$ cat config.mk
export PLATFORM = sky130hd
export DESIGN_NAME = conv_unit_sequencer
export DESIGN_NICKNAME = d
export VERILOG_FILES = /design/src/rtl/conv_ctrl_pkg.sv /design/src/rtl/conv_pos_counter.sv /design/src/rtl/conv_unit_sequencer.sv
export SDC_FILE = /design/constraint.sdc
export NUM_CORES = 1
export LEC_CHECK = 0
export ABC_AREA = 1
export BUFFER_PORTS_ARGS = -buffer_cell sky130_fd_sc_hd__buf_2
export CAP_MARGIN = 20
export CORE_ASPECT_RATIO = 1.5
export CORE_MARGIN = 5
export CORE_UTILIZATION = 30
export CTS_BUF_LIST = sky130_fd_sc_hd__clkbuf_16
export CTS_CLUSTER_DIAMETER = 120
export DETAILED_ROUTE_END_ITERATION = 8
export GPL_TIMING_DRIVEN = 0
export PLACE_DENSITY = 0.58
export SYNTH_ARGS = -nofsm -noshare
export SYNTH_HDL_FRONTEND = slang
export SYNTH_SLANG_ARGS = --single-unit
$ cat constraint.sdc
create_clock -name clk -period 1.35 [get_ports clk]
set_input_delay 0.0675 -clock clk [delete_from_list [all_inputs] [get_ports clk]]
set_output_delay 0.0675 -clock clk [all_outputs]
set_load 0.02 [all_outputs]
$ cat src/rtl/conv_ctrl_pkg.sv
// rtl/conv_ctrl_pkg.sv - shared state encoding and geometry helpers for the conv unit sequencer
package conv_ctrl_pkg;

    typedef enum logic [2:0] {
        IDLE = 3'd0,
        LOAD = 3'd1,
        RUN  = 3'd2,
        EMIT = 3'd3,
        DONE = 3'd4
    } conv_state_t;

    // Accumulation latency: one MAC per tap plus pipeline fill and settle.
    function automatic int conv_lat(input int d, input int f);
        return d * f * f + 2;
    endfunction

    function automatic int out_dim(input int n, input int f);
        return n - f + 1;
    endfunction

    function automatic int idx_w(input int n);
        return (n > 1) ? $clog2(n) : 1;
    endfunction

endpackage

$ cat src/rtl/conv_pos_counter.sv
// rtl/conv_pos_counter.sv - raster row/column window position counter
module conv_pos_counter #(
    parameter int OUT_H = 28,
    parameter int OUT_W = 28,
    parameter int RW    = 5,
    parameter int CW    = 5
) (
    input  logic          clk,
    input  logic          reset,
    input  logic          clear,
    input  logic          advance,
    output logic [RW-1:0] row,
    output logic [CW-1:0] col,
    output logic          last
);

    localparam logic [RW-1:0] ROW_MAX = RW'(OUT_H - 1);
    localparam logic [CW-1:0] COL_MAX = CW'(OUT_W - 1);

    logic row_end;
    logic col_end;

    assign row_end = (row == ROW_MAX);
    assign col_end = (col == COL_MAX);
    assign last    = row_end && col_end;

    always_ff @(posedge clk) begin
        if (reset || clear) begin
            row <= '0;
            col <= '0;
        end else if (advance) begin
            if (col_end) begin
                col <= '0;
                row <= row_end ? '0 : row + 1'b1;
            end else begin
                col <= col + 1'b1;
            end
        end
    end

endmodule

$ cat src/rtl/conv_unit_sequencer.sv
// rtl/conv_unit_sequencer.sv - sequences one conv unit over every F x F window of the input map
module conv_unit_sequencer
    import conv_ctrl_pkg::*;
#(
    parameter int DATA_WIDTH = 16,
    parameter int D          = 1,
    parameter int F          = 5,
    parameter int H          = 32,
    parameter int W          = 32,
    parameter int CONV_LAT   = conv_lat(D, F),
    localparam int OUT_H     = out_dim(H, F),
    localparam int OUT_W     = out_dim(W, F),
    localparam int RW        = idx_w(OUT_H),
    localparam int CW        = idx_w(OUT_W)
) (
    input  logic                  clk,
    input  logic                  reset,
    input  logic                  start,
    output logic                  busy,
    output logic                  done,
    output logic [RW-1:0]         win_row,
    output logic [CW-1:0]         win_col,
    output logic                  win_load,
    output logic                  unit_reset,
    input  logic [DATA_WIDTH-1:0] unit_result,
    output logic                  out_valid,
    input  logic                  out_ready,
    output logic [DATA_WIDTH-1:0] out_data,
    output logic [RW-1:0]         out_row,
    output logic [CW-1:0]         out_col
);

    localparam int CTW = $clog2(CONV_LAT) + 1;
    localparam logic [CTW-1:0] CNT_LAST = CTW'(CONV_LAT - 1);

    conv_state_t   state;
    conv_state_t   state_n;
    logic [CTW-1:0] cnt;
    logic [RW-1:0] row;
    logic [CW-1:0] col;
    logic          last;
    logic          pos_adv;
    logic          pos_clr;
    logic [RW-1:0] win_row_q;
    logic [CW-1:0] win_col_q;
    logic          accept;

    conv_pos_counter #(
        .OUT_H(OUT_H),
        .OUT_W(OUT_W),
        .RW   (RW),
        .CW   (CW)
    ) u_pos (
        .clk    (clk),
        .reset  (reset),
        .clear  (pos_clr),
        .advance(pos_adv),
        .row    (row),
        .col    (col),
        .last   (last)
    );

    assign accept = (state == EMIT) && out_ready;

    always_ff @(posedge clk) begin
        if (reset) begin
            state     <= IDLE;
            cnt       <= '0;
            out_data  <= '0;
            out_row   <= '0;
            out_col   <= '0;
            win_row_q <= '0;
            win_col_q <= '0;
        end else begin
            state <= state_n;
            if (state == LOAD) begin
                cnt       <= '0;
                win_row_q <= row;
                win_col_q <= col;
            end else if (state == RUN) begin
                cnt <= cnt + 1'b1;
            end
            if (state == RUN && cnt == CNT_LAST) begin
                out_data <= unit_result;
                out_row  <= row;
                out_col  <= col;
            end
        end
    end

    always_comb begin
        state_n = state;
        pos_adv = 1'b0;
        pos_clr = 1'b0;
        case (state)
            IDLE: if (start) state_n = LOAD;
            LOAD: state_n = RUN;
            RUN:  if (cnt == CNT_LAST) state_n = EMIT;
            EMIT: begin
                if (accept) begin
                    pos_adv = 1'b1;
                    state_n = last ? DONE : LOAD;
                end
            end
            DONE: begin
                pos_clr = 1'b1;
                state_n = IDLE;
            end
            default: state_n = IDLE;
        endcase
    end

    // Window address is live during LOAD and held afterwards so the builder sees a stable index.
    assign win_row    = (state == LOAD) ? row : win_row_q;
    assign win_col    = (state == LOAD) ? col : win_col_q;
    assign busy       = (state != IDLE);
    assign done       = (state == DONE);
    assign win_load   = (state == LOAD);
    assign unit_reset = (state != RUN);
    assign out_valid  = (state == EMIT);

endmodule

==> results of run 1 <==
==> layout make-up <==
class | count | area share
Buffer | 10 | 0.0247
Clock buffer | 5 | 0.0330
Clock inverter | 3 | 0.00429
Inverter | 37 | 0.0399
Multi-Input combinational cell | 222 | 0.372
Sequential cell | 55 | 0.298
Tap cell | 102 | 0.0336
Timing Repair Buffer | 96 | 0.195
==> placed cells by master (no fill, tap or decap), types with 2 or more instances in the layout <==
cell type / netlist / final
nor2_4: 1 / 7
clkbuf_1: 5 / 3
nand2_4: 1 / 4
nand2_1: 41 / 35
buf_4: 0 / 20
nand4_1: 2 / 2
nor2_1: 80 / 68
buf_6: 3 / 27
nor2_2: 5 / 11
o21ai_1: 18 / 2
nor3_2: 0 / 4
o21bai_1: 2 / 2
dfxtp_2: 0 / 4
nand2_2: 1 / 4
inv_1: 35 / 28
dfxtp_4: 0 / 7
o21ai_0: 23 / 5
ha_2: 0 / 2
clkbuf_16: 0 / 5
nand3_1: 14 / 11
inv_2: 0 / 6
dfxtp_1: 55 / 44
or2_4: 0 / 9
buf_8: 0 / 4
xor2_1: 2 / 2
a21oi_1: 11 / 8
o21ai_2: 1 / 30
o21ai_4: 0 / 5
inv_4: 1 / 3
buf_2: 1 / 48
a21oi_2: 0 / 3
nand3_2: 0 / 2
==> path summary, 6_finish.rpt <==
| check | startpoint | end | slack, ns | cells after the start |
|---|---|---|---|---|
| worst min register to register | out_data[4] | out_data[4] | 0.47 | 2 |
| worst max register to register | state[2] | out_data[4] | -0.14 | 9 |
| worst max-delay path | state[2] | win_row[2] | -0.18 | 8 |
| worst min-delay path | unit_result[13] | out_data[13] | 0.005 | 3 |
==> state kept, by name (all words and copies together) (netlist names) <==
register and cells:
out_col 5, state 3, u_pos.col 5, out_data 16
u_pos.row 5, win_col_q 5, out_row 5, win_row_q 5
cnt 6
==> worst min-delay path, cell delays in order <==
cell     delay [ns]
buf_2          0.09
o21ai_2        0.05
nor2_1         0.06
==> power by group <==
group,switching [W],leakage (nW),internal [W],total (W)
registers,0.000124,0.452,0.00180,0.00193
clock network,0.000589,0.0710,0.000679,0.00127
logic,0.00162,1.20,0.00167,0.00329
total,0.00233,1.72,0.00415,0.00649
==> metal layers <==
layer	up-vias	GRT usage
met5	-	0
met4	0	0.0552
met3	11	0.0259
met2	44	0.237
met1	1108	0.152
li1	1221	-
==> metrics by stage <==
stage / instance area, um2 / std cells / setup slack [ns] / hold slack (ns)
final: 3790 / 530 / -0.176 / 0.00504
after global routing: 3790 / 530 / -0.222 / 0.0109
after CTS: 3420 / 519 / -0.195 / 0.00123
after detailed placement: 2810 / 486 / -0.229 / 0.315
after global placement: 2810 / 486 / -0.232 / 0.303
after floorplan: 2380 / 324 / 0.00549 / 0.215
==> timing repair <==
| item | CTS | global route |
|---|---|---|
| cloned | 4 | 0 |
| pin swaps | 9 | 14 |
| endpoints found under the setup margin | 64 | 60 |
| gates resized for setup | 95 | 94 |
| buffers inserted | 25 | 16 |
==> logic make-up (layout without fill, tap and decap cells) <==
kind of cell / count (synthesis) / in the layout / synth area share
buffers and inverters: 47 / 151 / 0.0867
AOI/OAI and AO/OA: 55 / 55 / 0.120
adders and majority gates: 4 / 4 / 0.0211
and+or+nand+nor: 160 / 160 / 0.296
xor gates and xnor gates: 3 / 3 / 0.0111
DFF: 55 / 55 / 0.465
==> reports/metrics.yaml, run 1 <==
outcome:
  outcome: "finished, violations left"
  violations: "setup timing"
worst_setup_path:
  worst_path_max_delay_cell: "dfxtp_4"
  start_kind: "flip-flop"
  cp.required_ns: 1.28
  max_stage_delay_ns: 0.37
  crit_path_cell_trace: "nor2_4 -> nand2_4 -> inv_4 -> buf_6 -> or2_4 -> o21ai_2 -> inv_1 -> buf_6"
  arrival_ns: 1.46
  worstSetupPathType: "reg -> out"
  crit_buf_inv: 4
  cp_common_cell: "buf_6"
  crit_family: "flip-flops"
  crit_path_end_kind: "output port"
  worstPathMaxFanout: 5
power_and_ir_drop:
  leakage_nw: 1.72
  vdd_ir_drop_max_mv: 0.833
  powerDensity_mw_per_mm2: 1710
  p_total_w: 0.00649
timing:
  rsz0062_at_grt: "true"
  clock_skew_ns: 0.00370
  fin_ws_ns: -0.176
  fin_crit_ns: 1.53
  setup_viol: 34
  report.final.slew_viol_count: 0
  max_slew_margin: 0.545
  worstMarginPinSlew_ns: 0.682
  finalSetupTns_ns: -3.76
  timing.fmax_mhz: 655
  finalCritPeriodShare: 1.13
  hold_violations: 0
route:
  dr.pass1.iters: 4
  final_antenna_net_count: 0
  drt-met1-wl_um: 2640
  wl_per_cell_um: 12.6
  routed.top_layer: "met4"
  drc: 0
  viasPerCell: 4.50
  totalWireLength_um: 6700
  wl_met3_um: 248
  vias: 2384
  routed-wl-met2_um: 3660
  drt-initial-drc-count: 75
yosys:
  ys.flop_type: "dfxtp_1"
  synthTopCellsByCount: "nor2_1 (80), dfxtp_1 (55), nand2_1 (41)"
  netlist_instances: 324
  syn_nets: 348
  synth_cell_type_count: 27
  synth_area_mm2: 0.00237
  synth-async-reset-ratio: 0
  syn_area_per_cell_um2: 7.31
  synth_edf_count: 0
  synth_seq_cells: 55
  synth_top_area_cell: "dfxtp_1"
  yosys_warnings: 0
  ys_top_cells_by_area: "dfxtp_1 (47%), nor2_1 (13%), nand2_1 (6.5%)"
  yosysSeqAreaShare: 0.465
  synth.top_cell.area_share: 0.465
  synth_most_common_cell: "nor2_1"
placement:
  hpwlAfterDp_um: 4220
  gp_congestion: 0.791
  port_buffers: 60
floorplan:
  rows: 39
  die_x_um: 82.5
  fp.dieH_um: 119
  die-area_mm2: 0.00980
  core_area_mm2: 0.00766
  initial_utilization: 0.309
  num_io_pins: 61
global_routing:
  gr-usage-all-layers: 0.134
  grt_pass1_wl_um: 10200
  grt_antenna_before_repair: 0
  grt_pass1_vias: 2179
  grt.overflow.total: 0
  grt_max_degree: 17
clocking:
  cts_inserted_buffers: 5
  htree_levels: 2
  insertion_delay_ns: 0.29
  cts_hold_buf: 0
  clock-sinks: 55
  cts.path.max_buffers: 2
  clk_pin_slew_ns: 0.07
  cts_tree: "done"
  root_buffer: "clkbuf_16"
layout:
  seq_area_mm2: 0.00113
  drive_above_1_share: 0.505
  post-route-util: 0.495
  area.growth.synth_to_final_pct: 60.3
  num_antenna_cells: 0
  multi_input_area_mm2: 0.00141
  fin_nets: 451
  fillers: 746
worst_hold_path:
  hold_class: "in -> reg"
run:
  maxCapViolations: 0
Power figures use the tool's default switching activity.
==> run 2: changes to the inputs <==
==> constraint.sdc (replaced) <==
create_clock -name clk -period 1.4 [get_ports clk]
set_input_delay 0.07 -clock clk [delete_from_list [all_inputs] [get_ports clk]]
set_output_delay 0.07 -clock clk [all_outputs]
set_load 0.02 [all_outputs]
==> run 2 against run 1 <==
The flow still finishes with violations (setup timing); first-iteration DRC count grew 9.3%; cell count down 0.38%; worst setup slack improved by 0.051 ns; sequential share of layout area rose by 0.55 points; clock skew is 0.0033 ns higher; power shrank 1.8%; clock-buffer cell count stayed put; sequential power decreased by 4%; critical path depth unchanged; register-to-register slack gained 0.07 ns; via count rose by 0.55%; utilization is 1.3 points lower.
==> reports/metrics.yaml, run 2 (synthesis gave the netlist of run 1 again) <==
outcome:
  outcome: "finished, violations left"
  violations: "setup timing"
layout:
  final_cells: 528  # -0.38%
  drive_above_1_share: 0.462  # -0.0422
  final_common_cell: "nor2_1"
  post-route-util: 0.482  # -0.0132
  largest-register: "out_data"
  area.growth.synth_to_final_pct: 56.0
  largest_register_ffs: 16  # unchanged
  fin_nets: 449  # -0.44%
  num_antenna_cells: 0  # unchanged
  final_cell_mix: "nor2_1 (63), dfxtp_1 (46), buf_2 (46)"
  reg_top3: "out_data: 16 flops, cnt: 6 flops"
timing:
  worstMarginPinSlew_ns: 0.645  # -0.0373 ns
  finalCritPeriodShare: 1.09
  rsz0062_at_grt: "true"
  report.final.slew_viol_count: 0  # unchanged
  hold_violations: 0  # unchanged
  clock_skew_ns: 0.00696  # +0.00326 ns
  fin_crit_ns: 1.53
  max_slew_margin: 0.570  # +0.0248
  setup_viol: 44  # +29%
  timing.fmax_mhz: 655
  fin_ws_ns: -0.126  # +0.0507 ns
floorplan:
  core_area_mm2: 0.00766  # unchanged
  initial_utilization: 0.309  # unchanged
  fp.dieH_um: 119  # unchanged
  rows: 39  # unchanged
  num_io_pins: 61  # unchanged
  die-area_mm2: 0.00980  # unchanged
  die_x_um: 82.5  # unchanged
route:
  dr.pass1.iters: 4  # unchanged
  totalWireLength_um: 6630  # -1.1%
  vias: 2397  # +0.55%
  viasPerCell: 4.54  # +0.93%
  drt-initial-drc-count: 82  # +9.3%
  wl_per_cell_um: 12.6  # -0.71%
  final_antenna_net_count: 0  # unchanged
  drc: 0  # unchanged
global_routing:
  gr-usage-all-layers: 0.135  # +0.000628
  grt.overflow.total: 0  # unchanged
  use_met2: 0.231  # -0.00653
  grt_pass1_wl_um: 10500  # +2.9%
  top_usage_layer: "met2"
  grt_pass1_vias: 2275  # +4.4%
  grt_max_degree: 18  # +1
  use_met1: 0.158  # +0.00574
  grtUsageMet3: 0.0289  # +0.00304
  grt_antenna_before_repair: 0  # unchanged
power_and_ir_drop:
  vdd_ir_drop_max_mv: 0.761  # -8.6%
  power_frac_seq: 0.292  # -0.005
  p_switching_w: 0.00227  # -2.8%
  leakage_nw: 1.69  # -1.7%
  comb_power_share: 0.515  # +0.007
  p_int_w: 0.00410  # -1.3%
  clock_power_share: 0.194  # about the same
  powerDensity_mw_per_mm2: 1730  # +0.90%
  sw_frac_of_total: 0.356  # -0.00356
worst_setup_path:
  arrival_ns: 1.46  # about the same
  worstSetupPathType: "reg -> out"
  crit_path_end_kind: "output port"
  max_stage_delay_ns: 0.37  # about the same
  crit_path_cell_trace: "nor2_4 -> nand2_4 -> inv_4 -> buf_6 -> or2_4 -> o21ai_2 -> inv_1 -> buf_6"
  cp_common_cell: "buf_6"
  crit_start: "state[2]"
  start_kind: "flip-flop"
  worst_path_max_delay_cell: "dfxtp_4"
  cp.required_ns: 1.33  # +0.05 ns
  r2r-start: "state[2]"
  worstPathMaxFanout: 4  # -1
clocking:
  insertion_delay_ns: 0.29  # about the same
  cts_hold_buf: 0  # unchanged
  clk_pin_slew_ns: 0.07  # about the same
  htree_levels: 2  # unchanged
  root_buffer: "clkbuf_16"
  cts_inserted_buffers: 5  # unchanged
  clock-sinks: 55  # unchanged
  cts_tree: "done"
  cts.path.max_buffers: 2  # unchanged
run:
  maxCapViolations: 0  # unchanged
placement:
  port_buffers: 60  # unchanged
  dp_slack_ns: -0.220  # +0.00838 ns
  gp_congestion: 0.779  # -1.5%
  placedCellCount: 486  # unchanged
  hpwlAfterDp_um: 4240  # +0.41%
worst_hold_path:
  hold_start: "unit_result[7]"
  hold_class: "in -> reg"
run 2: changes by cell type in the layout (fill, tap and decap cells not counted), moves of 4 or more:
cell     before  now
nor2_1       68   63
o21ai_2      30   19
o21ai_1       2   17
nor2_2       11   15
run 2: worst paths after layout:
path / to / slack [ns] / cells past startpoint
hold / removal: out_data[7] / 0.01 / 3
setup reg to reg: out_row[2] / -0.07 / 9
hold reg to reg: out_data[11] / 0.46 / 2
setup / recovery: win_col[0] / -0.13 / 8
run 2: what timing repair did:
item	4_1_cts	5_1_grt
gates cloned	4	1
setup buffers	23	10
setup endpoints to repair	58	58
pin swaps	8	25
gates resized for setup	93	74
run 2: per-stage QoR:
step	hold WS, ns	setup TNS [ns]	total power [W]	area [um2]
after floorplan	0.218	0	0.00308	2380
after global placement	0.308	-5.47	0.00357	2810
after detailed placement	0.312	-6.21	0.00360	2810
after CTS	0.0100	-1.88	0.00597	3410
after global routing	0.0340	-6.70	0.00675	3690
final	0.00958	-2.24	0.00637	3690
run 2: power groups by stage:
stage | registers, W | clock network (W) | logic (W)
5_1_grt | 0.00188 | 0.00132 | 0.00355
2_1_floorplan | 0.00185 | 0 | 0.00124
4_1_cts | 0.00185 | 0.00126 | 0.00287
3_5_place_dp | 0.00187 | 0 | 0.00173
3_3_place_gp | 0.00187 | 0 | 0.00171
6_report | 0.00186 | 0.00123 | 0.00328
run 2: layout make-up:
class | instances | area (um2)
fill | 793 | 3970
sequential | 55 | 1120
buffer | 10 | 92.6
clock buffer | 5 | 125
inverter | 37 | 149
tap | 102 | 128
clock inverter | 3 | 18.8
multi-input combinational | 222 | 1350
timing repair buffer | 94 | 711
run 2: worst max-delay path: cells and delay by family (launching register included):
| family | cells | cell delay, ns |
|---|---|---|
| buf+inv | 4 | 0.37 |
| simple gates | 3 | 0.35 |
| compound gates | 1 | 0.07 |
| flops | 1 | 0.37 |
run 2: routing by layer:
metal | vias up | part of all wire
met5 | - | 0
met4 | 0 | 0.032
met3 | 17 | 0.056
met2 | 51 | 0.52
met1 | 1104 | 0.39
li1 | 1225 | -
